**src/rtl/uart_rx_param.sv**
```systemverilog
// uart_rx_param: oversampling UART receiver with 5..9 data bits, optional
// even/odd parity and configurable stop length. Includes a 2-flop input
// synchroniser, false-start rejection, and parity/framing/overrun flags on
// a registered output word with a read handshake.
module uart_rx_param #(
   parameter int DBIT    = 8,
   parameter int OVS     = 16,
   parameter int SB_TICK = 16,
   parameter int PAR_EN  = 0,
   parameter int PAR_ODD = 0
) (
   input  logic            clk,
   input  logic            reset,
   input  logic            rx,
   input  logic            s_tick,
   input  logic            rx_rd,
   output logic [DBIT-1:0] dout,
   output logic            rx_valid,
   output logic            rx_done_tick,
   output logic            parity_err,
   output logic            frame_err,
   output logic            overrun
);

   localparam int SMAX = (OVS > SB_TICK) ? OVS : SB_TICK;
   localparam int SW   = $clog2(SMAX);
   localparam int NW   = $clog2(DBIT);

   localparam logic [SW-1:0] S_MID  = SW'(OVS/2 - 1);
   localparam logic [SW-1:0] S_BIT  = SW'(OVS - 1);
   localparam logic [SW-1:0] S_STOP = SW'(SB_TICK - 1);
   localparam logic [NW-1:0] N_LAST = NW'(DBIT - 1);
   localparam logic          PEN    = (PAR_EN != 0);
   localparam logic          PODD   = (PAR_ODD != 0);

   // BREAK is the tail of the stop interval after a low stop sample: the
   // counter is frozen and no start is detected until the line goes high.
   typedef enum logic [2:0] {
      ST_IDLE, ST_START, ST_DATA, ST_PARITY, ST_STOP, ST_BREAK
   } state_t;

   state_t          state_q, state_d;
   logic [SW-1:0]   s_q, s_d;
   logic [NW-1:0]   n_q, n_d;
   logic [DBIT-1:0] b_q, b_d;
   logic            pbit_q, pbit_d;
   logic [DBIT-1:0] dout_q, dout_d;
   logic            rx_valid_q, rx_valid_d;
   logic            done_q, done_d;
   logic            parity_err_q, parity_err_d;
   logic            frame_err_q, frame_err_d;
   logic            overrun_q, overrun_d;
   logic            rx_meta_q, rx_s_q;
   logic            complete;
   logic            rd_ok;

   // Two-flop synchroniser; idles high so reset never looks like a start bit.
   always_ff @(posedge clk) begin
      if (reset) begin
         rx_meta_q <= 1'b1;
         rx_s_q    <= 1'b1;
      end else begin
         rx_meta_q <= rx;
         rx_s_q    <= rx_meta_q;
      end
   end

   // Frame FSM: counters advance only on s_tick; samples taken mid-bit.
   always_comb begin
      state_d  = state_q;
      s_d      = s_q;
      n_d      = n_q;
      b_d      = b_q;
      pbit_d   = pbit_q;
      complete = 1'b0;
      case (state_q)
         ST_IDLE: begin
            if (!rx_s_q) begin
               state_d = ST_START;
               s_d     = '0;
            end
         end
         ST_START: begin
            if (s_tick) begin
               if (s_q == S_MID) begin
                  if (rx_s_q) begin
                     state_d = ST_IDLE;
                  end else begin
                     state_d = ST_DATA;
                     s_d     = '0;
                     n_d     = '0;
                  end
               end else begin
                  s_d = s_q + SW'(1);
               end
            end
         end
         ST_DATA: begin
            if (s_tick) begin
               if (s_q == S_BIT) begin
                  b_d = {rx_s_q, b_q[DBIT-1:1]};
                  s_d = '0;
                  if (n_q == N_LAST) begin
                     state_d = PEN ? ST_PARITY : ST_STOP;
                  end else begin
                     n_d = n_q + NW'(1);
                  end
               end else begin
                  s_d = s_q + SW'(1);
               end
            end
         end
         ST_PARITY: begin
            if (s_tick) begin
               if (s_q == S_BIT) begin
                  pbit_d  = rx_s_q;
                  s_d     = '0;
                  state_d = ST_STOP;
               end else begin
                  s_d = s_q + SW'(1);
               end
            end
         end
         ST_STOP: begin
            if (s_tick) begin
               if (s_q == S_STOP) begin
                  complete = 1'b1;
                  state_d  = rx_s_q ? ST_IDLE : ST_BREAK;
               end else begin
                  s_d = s_q + SW'(1);
               end
            end
         end
         ST_BREAK: begin
            if (rx_s_q) state_d = ST_IDLE;
         end
         default: state_d = ST_IDLE;
      endcase
   end

   // Output word, error flags and read handshake, all updated on completion.
   always_comb begin
      rd_ok        = rx_rd & rx_valid_q;
      dout_d       = dout_q;
      parity_err_d = parity_err_q;
      frame_err_d  = frame_err_q;
      done_d       = complete;
      rx_valid_d   = complete | (rx_valid_q & ~rd_ok);
      overrun_d    = overrun_q;
      if (complete) begin
         dout_d       = b_q;
         parity_err_d = PEN & (^b_q ^ pbit_q ^ PODD);
         frame_err_d  = ~rx_s_q;
      end
      if (complete && rx_valid_q && !rx_rd) begin
         overrun_d = 1'b1;
      end else if (rd_ok) begin
         overrun_d = 1'b0;
      end
   end

   // State and output registers.
   always_ff @(posedge clk) begin
      if (reset) begin
         state_q      <= ST_IDLE;
         s_q          <= '0;
         n_q          <= '0;
         b_q          <= '0;
         pbit_q       <= 1'b0;
         dout_q       <= '0;
         rx_valid_q   <= 1'b0;
         done_q       <= 1'b0;
         parity_err_q <= 1'b0;
         frame_err_q  <= 1'b0;
         overrun_q    <= 1'b0;
      end else begin
         state_q      <= state_d;
         s_q          <= s_d;
         n_q          <= n_d;
         b_q          <= b_d;
         pbit_q       <= pbit_d;
         dout_q       <= dout_d;
         rx_valid_q   <= rx_valid_d;
         done_q       <= done_d;
         parity_err_q <= parity_err_d;
         frame_err_q  <= frame_err_d;
         overrun_q    <= overrun_d;
      end
   end

   assign dout         = dout_q;
   assign rx_valid     = rx_valid_q;
   assign rx_done_tick = done_q;
   assign parity_err   = parity_err_q;
   assign frame_err    = frame_err_q;
   assign overrun      = overrun_q;

endmodule

```
**config.mk**
```make
export PLATFORM = sky130hd
export DESIGN_NAME = uart_rx_param
export DESIGN_NICKNAME = d
export VERILOG_FILES = /design/src/rtl/uart_rx_param.sv
export SDC_FILE = /design/constraint.sdc
export NUM_CORES = 1
export LEC_CHECK = 0
export BUFFER_PORTS_ARGS = -buffer_cell sky130_fd_sc_hd__buf_2
export CORE_UTILIZATION = 50
export DETAILED_ROUTE_END_ITERATION = 7
export GPL_ROUTABILITY_DRIVEN = 0
export PLACE_DENSITY = 0.75
export SYNTH_ARGS = -nofsm -noshare
export SYNTH_HDL_FRONTEND = slang
export SYNTH_SLANG_ARGS = --single-unit
```
**constraint.sdc**
```tcl
create_clock -name clk -period 3.05 [get_ports clk]
set_input_delay 0.305 -clock clk [delete_from_list [all_inputs] [get_ports clk]]
set_output_delay 0.305 -clock clk [all_outputs]
set_load 0.01 [all_outputs]
```
==> flow_summary.ini, run 1 <==
[worst_hold_path]
hold_class = in -> reg
min_delay_path_depth = 2

[power]
seqPwrFrac_pct = 55.1
internal_power_w = 0.0006038
comb_power_share_pct = 4.3
power.density_nw_per_um2 = 482.7
switching_power_share_of_the_total_pct = 21.71
switching_power_w = 0.0001674
clockPowerShare_pct = 40.7
power.ir.vdd_worst_uv = 410.0
power_leakage_nw = 0.6054

[global_routing]
grt_max_degree = 31
grt_use_total_pct = 19.62
number_of_global_route_vias_before_repair = 1118
grt.overflow.total = 0
global_route_wire_length_before_repair_um = 4864
initial_antenna_violation_count = 0

[timing]
max_slew_margin_pct = 53.94
timing.clock.skew_ps = 9.332
fin_hold_ws_ps = 143.3
finalCriticalPeriod_ps = 1894
unrepaired_setup_endpoints_after_global_routing = no
period_share_pct = 62.10
worst-slew-pin-transition_ps = 685.8
fmax_ghz = 0.5280
final.setup.tns_ps = 0
timing_hold_violations_final = 0
slew_viol_final = 0
timing.final.setup_violations = 0

[floorplanning]
placementRows = 19
placeableCoreArea_um2 = 2758
die_h_um = 56.02
ioPinCount = 18
die_w_um = 56.02
initial_core_utilization_pct = 52.90
die_area_um2 = 3138

[yosys]
synth_top_area_share_pct = 43.91
synth.yosys.seq_area_share_pct = 43.91
top_reg_cell_synth = sky130_fd_sc_hd__dfxtp_1
synth.top_cells.by_count = sky130_fd_sc_hd__dfxtp_1 (32), sky130_fd_sc_hd__nand2_1 (26), sky130_fd_sc_hd__a21oi_1 (15), sky130_fd_sc_hd__nor2_1 (12), sky130_fd_sc_hd__mux2i_1 (8)
syn_nets = 172
netlist_area_um2 = 1459
synth.distinct_cells = 46
yosys.cell_count.top_type = sky130_fd_sc_hd__dfxtp_1
synth-adder-area-share_pct = 2.573
post_synthesis_compound_gate_area_fraction_pct = 16.30
synthMuxAreaShare_pct = 7.033
synth_top_family_by_area = simple AND/OR/NAND/NOR gates
ys_ff_latch = 32
netlist.top_cell.by_area = sky130_fd_sc_hd__dfxtp_1
synthXorXnorAreaFrac_pct = 0.6003
post_synth_and_or_nand_nor_area_fraction_pct = 24.70
count_of_synthesis_stage_warnings_from_yosys = 0
synth-edff-count = 0
synth.area.top_cells = sky130_fd_sc_hd__dfxtp_1 (44%), sky130_fd_sc_hd__nand2_1 (6.7%), sky130_fd_sc_hd__mux2i_1 (5.5%), sky130_fd_sc_hd__a21oi_1 (5.1%), sky130_fd_sc_hd__nor2_1 (3.1%)
syn_inst = 164
async_reset_ff_share_pct = 0
synth.avg_cell_area_um2 = 8.896

[worst_setup_path]
cp_slowest_stage_delay_ps = 660
cp_max_fo = 17
critical-path-slowest-cell = sky130_fd_sc_hd__dfxtp_1
worst_setup_path_end_kind = flop
criticalPathCategory = reg -> reg
reg2regPathDepth = 4
data_required_time_at_the_worst_endpoint_ps = 3260
worst-endpoint-arrival_ps = 2100
worstPathCellList = nand2_1 -> nor4_4 -> mux2i_1 -> nor2_1
worst_setup_path_start_kind = flop
rrSetupSlack_ps = 1160

[clock_network]
clk_transition_reported_paths_ps = 100
worst_skew_pair.late_latency_ps = 340
max-clock-path-buffers = 2
htreeDepth = 2
postCtsSetupRepairBufs = 0
cts_sinks = 32
cts_resized = 0
clock-root-buffer = sky130_fd_sc_hd__clkbuf_4
cts_buffers = 5
post_cts_hold_buffer_count = 0
cts_tree = built

[drt]
number_of_iterations_in_the_first_detailed_routing_pass = 4
detail_route.wl_per_cell_um = 13.75
detailedRoute.firstIterationViolations = 55
wire_length_after_detailed_routing_um = 2861
vias_per_cell = 5.764
via_count = 1199
drt_drc_violations_left = 0
number_of_nets_with_antenna_violations_after_routing = 0

[layout]
insertedDiodeCount = 0
syn2layout_area_growth_pct = 9.520
share_of_layout_cells_above_drive_strength_1_pct = 18.08
fin_nets = 184
layout.cell_area.non_filler_um2 = 1598

[run_status]
status = finished, final reports clean

[placement]
placement.io_buffers = 16
placement.cell_area_um2 = 1521
detailedPlacementHpwl_um = 1972

[flow_run]
maxCapViolCount = 0
==> layout make-up <==
| type | count | area (um2) |
|---|---|---|
| Clock buffer | 6 | 41.29 |
| Clock inverter | 2 | 35.03 |
| Fill cell | 248 | 1160 |
| Inverter | 3 | 11.26 |
| Multi-Input combinational cell | 118 | 750.7 |
| Sequential cell | 32 | 640.6 |
| Tap cell | 31 | 38.79 |
| Timing Repair Buffer | 16 | 80.08 |
==> critical path: cells and delay by family, from the launching register on <==
| kind | cells | cell delay [ps] |
|---|---|---|
| and+or+nand+nor | 3 | 830 |
| DFF | 1 | 660 |
| muxes | 1 | 270 |
==> cell usage in the layout (no fill, tap or decap), drive strengths merged <==
master    n
nor4b     1
a2111oi   1
nand4     2
and4      1
inv       3
or2       3
a311o     2
clkbuf    6
conb      1
a211oi    2
o21ai     2
clkinv    1
and3      1
xor2      1
a32o      2
bufinv    1
nor2     12
mux2i     8
nand2    26
o31ai     1
dfxtp    32
nor2b     1
ha        3
a22o      3
o211ai    1
nand3     3
nor4      5
a31oi     3
nor3b     2
o221ai    1
or3       4
nand2b    1
and2      3
a21oi    15
mux2      2
o22ai     1
buf      16
nand3b    1
nor3      2
o2111ai   1
==> routing by layer <==
layer | up-vias | part of all wire, % | GRT usage, %
met2 | 40 | 47 | 31.97
met5 | - | 0 | 0
met4 | 0 | 2.1 | 8.711
met1 | 540 | 46 | 24.42
li1 | 608 | - | -
met3 | 11 | 5.5 | 4.884
==> through the flow <==
step                worst slack [ps]  cells  total power, W  utilization, %
finish                          1156    208       0.0007712           57.94
global placement                1271    200       0.0004658           55.17
global route                   974.1    208       0.0007984           57.94
floorplan                       1353    164       0.0004594               -
detailed placement              1184    200       0.0004665           55.17
CTS                             1156    208       0.0007758           57.94
==> worst paths after layout <==
kind | start | endpoint
min | rx | rx_meta_q
min reg2reg | rx_meta_q | rx_s_q
max | state_q[1] | b_q[3]
max reg2reg | state_q[1] | b_q[3]
==> power by group through the flow <==
stage          sequential, W  combinational (W)  clock, W
2_1_floorplan       0.000432          0.0000274         0
6_report            0.000425          0.0000330  0.000314
5_1_grt             0.000426          0.0000367  0.000336
3_5_place_dp        0.000434          0.0000322         0
4_1_cts             0.000425          0.0000326  0.000319
3_3_place_gp        0.000434          0.0000316         0
==> flip-flops by register name, indices dropped and copies added, names as in the netlist <==
signal / cells
dout: 8
rx_valid: 1
rx_s_q: 1
frame_err: 1
b_q: 8
overrun: 1
rx_done_tick: 1
rx_meta_q: 1
state_q: 3
n_q: 3
s_q: 4
==> cell families after synthesis <==
kind of cell / after synthesis
AO/OA/AOI/OAI: 35
XOR/XNOR: 1
adder cells (fa/ha/maj): 3
buffers and inverters: 14
flip-flops: 32
multiplexers: 10
other: 1
AND/OR/NAND/NOR: 68
Note: power is estimated with default switching activity, not from simulation.
==> run 2, diff against run 1 <==
PLACE_DENSITY = 0.78   (was 0.75)
clock period = 1.54 ns   (was 3.05 ns; I/O delays follow)
==> flow_summary.ini, run 2 (synthesis gave the netlist of run 1 again) <==
[run_status]
status = complete, but fails checks
failed_checks = setup timing

[worst_setup_path]
worst-endpoint-arrival_ps = 1790
rrSetupSlack_ps = -40
cp_max_fo = 4
worst_setup_path_start_kind = flop
worstPathCellList = ha_4 -> nand3b_1 -> buf_4 -> nand2_2 -> o221ai_2 -> a311o_1
critical-path-slowest-cell = sky130_fd_sc_hd__dfxtp_2
worst_setup_path_end_kind = flop
data_required_time_at_the_worst_endpoint_ps = 1750
cp_slowest_stage_delay_ps = 360
criticalPathCategory = reg -> reg

[drt]
detail_route.wl_per_cell_um = 14.29
vias_per_cell = 5.688
detailedRoute.firstIterationViolations = 41
number_of_iterations_in_the_first_detailed_routing_pass = 4
wire_length_after_detailed_routing_um = 3387
number_of_nets_with_antenna_violations_after_routing = 0
via_count = 1348
drt_drc_violations_left = 0

[power]
power.density_nw_per_um2 = 748.3
comb_power_share_pct = 7.1
internal_power_w = 0.001104
seqPwrFrac_pct = 58.5
switching_power_w = 0.0003347
clockPowerShare_pct = 34.4
power.ir.vdd_worst_uv = 805.1
power_leakage_nw = 0.7472
report.power.total_w = 0.001438
switching_power_share_of_the_total_pct = 23.27

[layout]
share_of_layout_cells_above_drive_strength_1_pct = 38.35
seqCellArea_um2 = 646.9
multiInputGateArea_um2 = 843.3
mostFrequentLayoutCell = sky130_fd_sc_hd__dfxtp_1
postLayoutCoreUtil_pct = 69.69
insertedDiodeCount = 0
fin_nets = 213
fillers = 213
syn2layout_area_growth_pct = 31.73
mostFrequentLayoutCells = sky130_fd_sc_hd__dfxtp_1 (27), sky130_fd_sc_hd__nand2_1 (25), sky130_fd_sc_hd__buf_4 (25), sky130_fd_sc_hd__buf_2 (16), sky130_fd_sc_hd__a21oi_1 (14)

[floorplanning]
die_h_um = 56.02
placementRows = 19
die_w_um = 56.02
placeableCoreArea_um2 = 2758
initial_core_utilization_pct = 52.90
ioPinCount = 18
die_area_um2 = 3138

[clock_network]
cts_tree = built
max-clock-path-buffers = 2
worst_skew_pair.late_latency_ps = 330
cts_sinks = 32
clock-root-buffer = sky130_fd_sc_hd__clkbuf_4
htreeDepth = 2
clk_transition_reported_paths_ps = 100
cts_buffers = 5

[worst_hold_path]
hold_class = in -> reg

[global_routing]
number_of_global_route_vias_before_repair = 1279
grt_use_total_pct = 22.97
global_route_wire_length_before_repair_um = 5644
initial_antenna_violation_count = 0
grt_max_degree = 22
grt.overflow.total = 0

[timing]
finalWorstSetupSlack_ps = -39.15
period_share_pct = 102.5
unrepaired_setup_endpoints_after_global_routing = yes
timing.clock.skew_ps = 7.668
timing.final.setup_violations = 6
finalCriticalPeriod_ps = 1579
slew_viol_final = 0
fmax_ghz = 0.6333
timing_hold_violations_final = 0

[placement]
placement.io_buffers = 16
post-place-ws_ps = -94.50
detailedPlacementHpwl_um = 2278

[flow_run]
maxCapViolCount = 0
[run 2: worst paths after layout]
kind | cells past startpoint | start | endpoint
setup reg to reg | 6 | s_q[1] | state_q[0]
hold reg to reg | 1 | rx_meta_q | rx_s_q
setup / recovery | 6 | s_q[1] | state_q[0]
hold / removal | 2 | reset | frame_err
[run 2: cell type report]
class,instances,area share [%]
clock buffer,7,2.865
clock inverter,1,0.3906
inverter,3,0.5859
multi-input combinational,118,43.88
sequential,32,33.66
tap,31,2.018
timing repair buffer,45,16.60
[run 2: layer usage]
metal	vias up	track usage, %	wire length [um]
met2	28	35.88	1693
met1	639	28.32	1509
met4	0	12.20	64
met5	-	0	0
met3	10	6.977	119
li1	671	-	-
[run 2: power by group through the flow]
| stage | clock [W] | sequential, W | combinational [W] |
|---|---|---|---|
| finish | 0.000495 | 0.000841 | 0.000102 |
| detailed placement | 0 | 0.000859 | 0.0000842 |
| global placement | 0 | 0.000858 | 0.0000799 |
| CTS | 0.000522 | 0.000841 | 0.0000957 |
| global route | 0.000562 | 0.000842 | 0.000111 |
| floorplan | 0 | 0.000856 | 0.0000547 |
[run 2: worst max-delay path, delay by kind of cell, from the launching register on]
| family | cells | cell delay (ps) |
|---|---|---|
| adder cells (fa/ha/maj) | 1 | 160 |
| flip-flops | 1 | 360 |
| buffers and inverters | 1 | 220 |
| AND/OR/NAND/NOR | 2 | 280 |
| AO/OA/AOI/OAI | 2 | 460 |
[run 2: stage by stage]
stage,instance area (um2),hold WS (ps),TNS [ps],cells
floorplan,1479,254.1,0,164
global placement,1727,339.1,-4.110,223
detailed placement,1727,343.9,-310.4,223
CTS,1871,118.4,-59.25,235
global route,1922,142.9,-496.8,237
finish,1922,138.0,-165.6,237
[run 2: timing repair]
action / 4_1_cts / 5_1_grt
hold endpoints to repair: 2 / 0
endpoints found under the setup margin: 8 / 17
pin swaps: 4 / 6
gates resized for setup: 10 / 10
hold buffers: 2 / 0
setup buffers: 2 / 2
